## src/rtl/onchip_mem_arbiter.sv

```systemverilog
// Two-port round-robin arbiter in front of a single-port on-chip instruction
// memory with a one-cycle read latency. Port 0 is the CPU instruction master,
// port 1 is the debug/loader master. Out-of-range accesses are accepted but
// never reach the memory; out-of-range reads return zero.
//
// Handshake: a port requests when read or write is high. The request is
// taken in the same cycle in which its waitrequest is low. Every accepted
// read gets exactly one readdatavalid pulse on the issuing port one cycle
// later. Writes get no response.
module onchip_mem_arbiter #(
    parameter int ADDR_W   = 12,
    parameter int DATA_W   = 32,
    parameter int DEPTH    = 2560,
    parameter bit ROM_MODE = 1'b1
) (
    input  logic                clk,
    input  logic                reset,
    input  logic [ADDR_W-1:0]   p0_address,
    input  logic                p0_read,
    input  logic                p0_write,
    input  logic [DATA_W-1:0]   p0_writedata,
    input  logic [DATA_W/8-1:0] p0_byteenable,
    output logic                p0_waitrequest,
    output logic [DATA_W-1:0]   p0_readdata,
    output logic                p0_readdatavalid,
    input  logic [ADDR_W-1:0]   p1_address,
    input  logic                p1_read,
    input  logic                p1_write,
    input  logic [DATA_W-1:0]   p1_writedata,
    input  logic [DATA_W/8-1:0] p1_byteenable,
    output logic                p1_waitrequest,
    output logic [DATA_W-1:0]   p1_readdata,
    output logic                p1_readdatavalid,
    output logic [ADDR_W-1:0]   mem_address,
    output logic                mem_chipselect,
    output logic                mem_write,
    output logic                mem_debugaccess,
    output logic [DATA_W-1:0]   mem_writedata,
    output logic [DATA_W/8-1:0] mem_byteenable,
    output logic                mem_clken,
    output logic                mem_reset_req,
    input  logic [DATA_W-1:0]   mem_readdata
);

    localparam logic [ADDR_W:0] DEPTH_X = (ADDR_W+1)'(DEPTH);

    logic              req0, req1;
    logic              gnt0, gnt1;
    logic              any_gnt;
    logic              sel;          // 0 = port 0 won, 1 = port 1 won
    logic [ADDR_W-1:0] sel_addr;
    logic              sel_wr;       // read+write together counts as write
    logic              in_range;
    logic              rom_drop;
    logic              issue;
    logic              rd_accept;

    logic              last_grant;
    logic              resp_valid;
    logic              resp_port;
    logic              resp_oor;
    logic [DATA_W-1:0] resp_data;

    // Arbitration, range check and memory command decode for this cycle
    always_comb begin
        req0      = p0_read | p0_write;
        req1      = p1_read | p1_write;
        gnt0      = ~reset & req0 & (~req1 | last_grant);
        gnt1      = ~reset & req1 & (~req0 | ~last_grant);
        any_gnt   = gnt0 | gnt1;
        sel       = gnt1;
        sel_addr  = sel ? p1_address : p0_address;
        sel_wr    = sel ? p1_write : p0_write;
        in_range  = {1'b0, sel_addr} < DEPTH_X;
        rom_drop  = ROM_MODE & gnt0 & p0_write;
        issue     = any_gnt & in_range & ~rom_drop;
        rd_accept = any_gnt & ~sel_wr;

        p0_waitrequest  = req0 & ~gnt0;
        p1_waitrequest  = req1 & ~gnt1;
        mem_address     = sel_addr;
        mem_writedata   = sel ? p1_writedata : p0_writedata;
        mem_byteenable  = sel ? p1_byteenable : p0_byteenable;
        mem_chipselect  = issue;
        mem_write       = issue & sel_wr;
        mem_debugaccess = issue & sel_wr;
    end

    // Round-robin pointer: remembers the last port that won a grant
    always_ff @(posedge clk) begin
        if (reset) begin
            last_grant <= 1'b1;
        end else if (any_gnt) begin
            last_grant <= sel;
        end
    end

    // Read response stage: tracks which port issued the read and whether it
    // was out of range, aligned with the memory's one-cycle q latency
    always_ff @(posedge clk) begin
        if (reset) begin
            resp_valid <= 1'b0;
            resp_port  <= 1'b0;
            resp_oor   <= 1'b0;
        end else begin
            resp_valid <= rd_accept;
            resp_port  <= sel;
            resp_oor   <= ~in_range;
        end
    end

    // A reset arriving right after an accept must kill that response too
    assign resp_data        = resp_oor ? '0 : mem_readdata;
    assign p0_readdata      = resp_data;
    assign p1_readdata      = resp_data;
    assign p0_readdatavalid = resp_valid & ~reset & ~resp_port;
    assign p1_readdatavalid = resp_valid & ~reset & resp_port;

    assign mem_clken     = 1'b1;
    assign mem_reset_req = reset;

endmodule

```

## config.mk

```make
export PLATFORM = sky130hd
export DESIGN_NAME = onchip_mem_arbiter
export DESIGN_NICKNAME = d
export VERILOG_FILES = /design/src/rtl/onchip_mem_arbiter.sv
export SDC_FILE = /design/constraint.sdc
export NUM_CORES = 1
export LEC_CHECK = 0
export ABC_AREA = 1
export BUFFER_PORTS_ARGS = -buffer_cell sky130_fd_sc_hd__buf_2
export CAP_MARGIN = 20
export CORE_AREA = 5 5 95 97
export CTS_CLUSTER_DIAMETER = 30
export DETAILED_ROUTE_END_ITERATION = 12
export DIE_AREA = 0 0 100 102
export GPL_ROUTABILITY_DRIVEN = 0
export PLACE_DENSITY = 0.68
export SLEW_MARGIN = 20
export SYNTH_ARGS = -nofsm -noshare
export SYNTH_HDL_FRONTEND = slang
export SYNTH_SLANG_ARGS = --single-unit
```

## constraint.sdc

```tcl
create_clock -name clk -period 1.4 [get_ports clk]
set_input_delay 0.14 -clock clk [delete_from_list [all_inputs] [get_ports clk]]
set_output_delay 0.14 -clock clk [all_outputs]
set_load 0.01 [all_outputs]
```

## Word level (Yosys, flattened, before mapping)

Index checks and enable logic that the tools add are counted.
W data, S select, Z words.

- Order comparisons: 1
- Bitwise gates (word level): 29
- Multiplexer cells: 5

Operator list:

| operator | number |
|---|---|
| $mux W32 | 2 |
| $and A1 B1 Y1 | 14 |
| $lt A12 B12 Y1 const B | 1 |
| $mux W12 | 1 |
| $not A1 Y1 | 10 |
| $or A1 B1 Y1 | 5 |
| $mux W4 | 1 |
| $mux W1 | 1 |

- Register bits after elaboration: 4
- Input port bits: 134
- Output and inout port bits: 121

## Logic depth before layout (Yosys ltp)

- Word-level depth: 9
- Mapped depth: 10
- Gate-level depth less buffers: 9

## Worst setup path after synthesis

Ideal clock, no wire load.

- Path type: register to output
- From: register last_grant
- To: output port mem_write
- Path slack: 99 ps
- Stages on the path, launching flop included: 10
- Arrival: 1161 ps
- Path buffers: 1
- Data required time: 1260 ps
- Path through: dfxtp_1 -> o21ai_2 -> nand2_4 -> inv_4 -> nand2_1 -> nand2_1 -> nand2_1 -> nand2_1 -> nor2_2 -> buf_4

- Longest elaborated chain between the ends: 8

Ends and longest elaborated chain:

| element | line | source |
|---|---|---|
| start: declaration | 58 | `logic last_grant;` |
| start signal: assignment | 94 | `last_grant <= sel;` |
| $not A1 Y1 | 69 | `gnt1 = ~reset & req1 & (~req0 \| ~last_grant);` |
| $or A1 B1 Y1 | 69 |  |
| $and A1 B1 Y1 | 69 |  |
| $mux W12 | 72 | `sel_addr = sel ? p1_address : p0_address;` |
| net mem_address[11] | 34 | `output logic [ADDR_W-1:0] mem_address,` |
| $lt A12 B12 Y1 | 74 | `in_range = {1'b0, sel_addr} < DEPTH_X;` |
| $and A1 B1 Y1 (2 in a row) | 76 | `issue = any_gnt & in_range & ~rom_drop;` |
| $and A1 B1 Y1 | n/a |  |
| end: declaration | 36 | `output logic mem_write,` |

The timed path passes the listed nets, and every way through them passes these cells.

## Worst setup path after layout

- From: register last_grant
- To: output port mem_write

- Longest elaborated chain between the ends: 8

Ends and longest elaborated chain:

| element | line | source |
|---|---|---|
| $not A1 Y1 | 69 |  |
| $or A1 B1 Y1 | 69 |  |
| $and A1 B1 Y1 | 69 |  |
| $mux W12 | 72 |  |
| $lt A12 B12 Y1 | 74 |  |
| $and A1 B1 Y1 (2 in a row) | 76 |  |
| $and A1 B1 Y1 * | 85 | `mem_write = issue & sel_wr;` |

Mark *: on every way between the ends. The rest lies on a longest branch, timed or not.

==> metrics.cfg <==
[critical_path]
crit_type=reg2out
crit_path_max_fanout=6
regToRegSetupSlack_ns=0.33
path_cells=o21ai_4 -> nand2_4 -> nand2_1 -> nand2_1 -> nand2_1 -> nand2_2 -> nand2_2 -> nor2_4 -> buf_6
path_common_cell=nand2_1
slowest_delay_ns=0.34
critPathSlowestCell=dfxtp_2
setup.worst_path.start=last_grant$_SDFFE_PP1P_
arrival_ns=1.34
rr_worst_depth=6
setup.worst_path.start_class=flip-flop
r2r_start=last_grant$_SDFFE_PP1P_
cp.required_ns=1.26
cp-end-kind=output port
r2r-end=resp_valid$_SDFF_PP0_

[route]
routed.top_layer=met4
drt-pass1-iter-count=4
wl_per_cell_um=12.0
first_iter_violations=19
post-route-drc-count=0
vias_per_cell=3.87
wl_met1_mm=2.53
num_vias=2387
met3_wirelength_um=940
drt-total-wl_mm=7.40
ant_nets=0
routed-wl-met2_mm=3.88

[power]
p_per_area_nw_per_um2=534
p_leak_nw=1.92
peakVddDrop_uv=218
power.total_w=0.00142

[cts]
cts_root_buf=clkbuf_8
clk-insertion-delay-late_ns=0.22
clk_pin_slew_ns=0.03
clk_path_buf_depth=2
cts_tree=done
htreeDepth=1
cts_hold_buf=0
numCtsBuffers=3
cts_sinks=4

[final_layout]
final_common_cell=buf_2
instances_no_fill=617
layout-drive-gt1-share_pct=56.3
final_cell_mix=buf_2, nand2_1, inv_1, nor2_1, nand2_2
fillCellCount=954
utilization_pct=33.0
layout.area.seq_um2=81.3
multi_input_area_um2=843
final_area_um2=2660
antenna_cells=0
final_nets=648
syn2layout_area_growth_pct=83.4

[synth]
synthAdderAreaFrac_pct=0
synth.area.mux_share_pct=0
syn_area_um2=1450
synth_edf_count=0
synth_top_flop_cell=dfxtp_1
ys_seq_elements=4
syn-num-nets=428
synth_warnings=0
synth_top_family_by_area=simple AND/OR/NAND/NOR gates
ys_seq_area_share_pct=5.53
synth_cells=294
syn_area_per_cell_um2=4.93
synth_compound_area_share_pct=1.90
synth-async-reset-ratio_pct=0
synth_xor_area_share_pct=0
synthSimpleGateAreaFrac_pct=54.5
synth_cell_types=23

[global_routing]
grt_pass1_wl_mm=10.4
grt_max_degree=47
globalRouteTotalUtil_pct=12.6
gr-total-overflow=0
antenna_found_initial=0
grt_pass1_vias=2278

[floorplanning]
rows=33
die_area_um2=10200
start_util_pct=18.0
die_h_um=102
die_x_um=100
core_area_um2=8050
io_pins=255

[status]
violations=negative setup slack
outcome=finished, violations left

[sta]
fmax_mhz=677
fin_crit_sh_pct=106
hold_violations=0
post-route-min-period_ns=1.48
rsz0062_at_grt=yes
fin_ws_ns=-0.0782
setup_violations=44
skew_ns=0.00276
drv_slew=0

[place]
dp_slack_ns=0.00474
placed_cells=610
placed_area_um2=2520
port_buffers=253
hpwl_mm=6.51

[worst_hold_path]
hold_path_class=in2reg
hold_end=last_grant$_SDFFE_PP1P_
whs_path_depth=4
min-delay-start=p0_read

[flow_run]
cap_violations=0

-- flip-flops by register name, summed over array words and instances (netlist names) --
signal      count
last_grant      1
resp_oor        1
resp_port       1
resp_valid      1
-- final cells by class --
type,instances,share of cell area [%]
clock buffers,3,1.55
inverters,42,6.03
multi-input cells,200,31.7
flip-flops and latches,4,3.06
well taps,105,4.94
repair buffers,263,52.7
-- worst max path at each step --
stage,cells after the start,to
2_1_floorplan,9,mem_write
3_3_place_gp,8,mem_write
3_5_place_dp,8,mem_write
4_1_cts,9,mem_write
5_1_grt,9,mem_write
6_report,9,mem_write
-- synth_stat cells, types with 2 or more instances --
library cell	number	area, um2
dfxtp_1	4	80.1
nand2_2	10	62.6
nor2_2	2	12.5
buf_6	7	78.8
buf_8	2	30.0
o21ai_2	2	17.5
clkbuf_1	3	11.3
inv_1	41	154
nand2_1	138	518
nor2_1	38	143
buf_4	35	263
-- cells by family (layout without fill, tap and decap cells) --
family | count (synthesis) | count (layout)
and+or+nand+nor | 195 | 195
buffers and inverters | 90 | 308
AOI/OAI and AO/OA | 4 | 4
DFF | 4 | 4
other | 1 | 1
-- per-layer routing --
metal,up-vias,track usage [%]
met4,0,1.87
met2,154,25.2
met3,6,3.96
met1,988,12.9
li1,1239,-
met5,-,0
-- critical path, delay by kind of cell (launching register included) --
family	cells	cell delay (ns)
AOI/OAI and AO/OA	1	0.07
buffers and inverters	1	0.12
DFF	1	0.34
and+or+nand+nor	7	0.59
-- stage by stage --
| step | hold WS, ns | setup TNS, ns |
|---|---|---|
| after global routing | 0.263 | -6.31 |
| final | 0.245 | -1.83 |
| after detailed placement | 0.450 | 0 |
| after CTS | 0.233 | -2.43 |
| after floorplan | 0.212 | 0 |
| after global placement | 0.448 | 0 |
-- power breakdown --
| part | total [W] | internal, W | switching, W |
|---|---|---|---|
| registers | 0.000129 | 0.000125 | 0.00000435 |
| clock network | 0.000238 | 0.000183 | 0.0000555 |
| logic | 0.00105 | 0.000477 | 0.000574 |
-- repair_timing --
item	4_1_cts	5_1_grt
resized for setup	10	5
pin swaps	3	2
buffers inserted	4	0
setup endpoints to repair	49	50
hold endpoints to repair	0	0
Note: power is estimated with default switching activity, not from simulation.
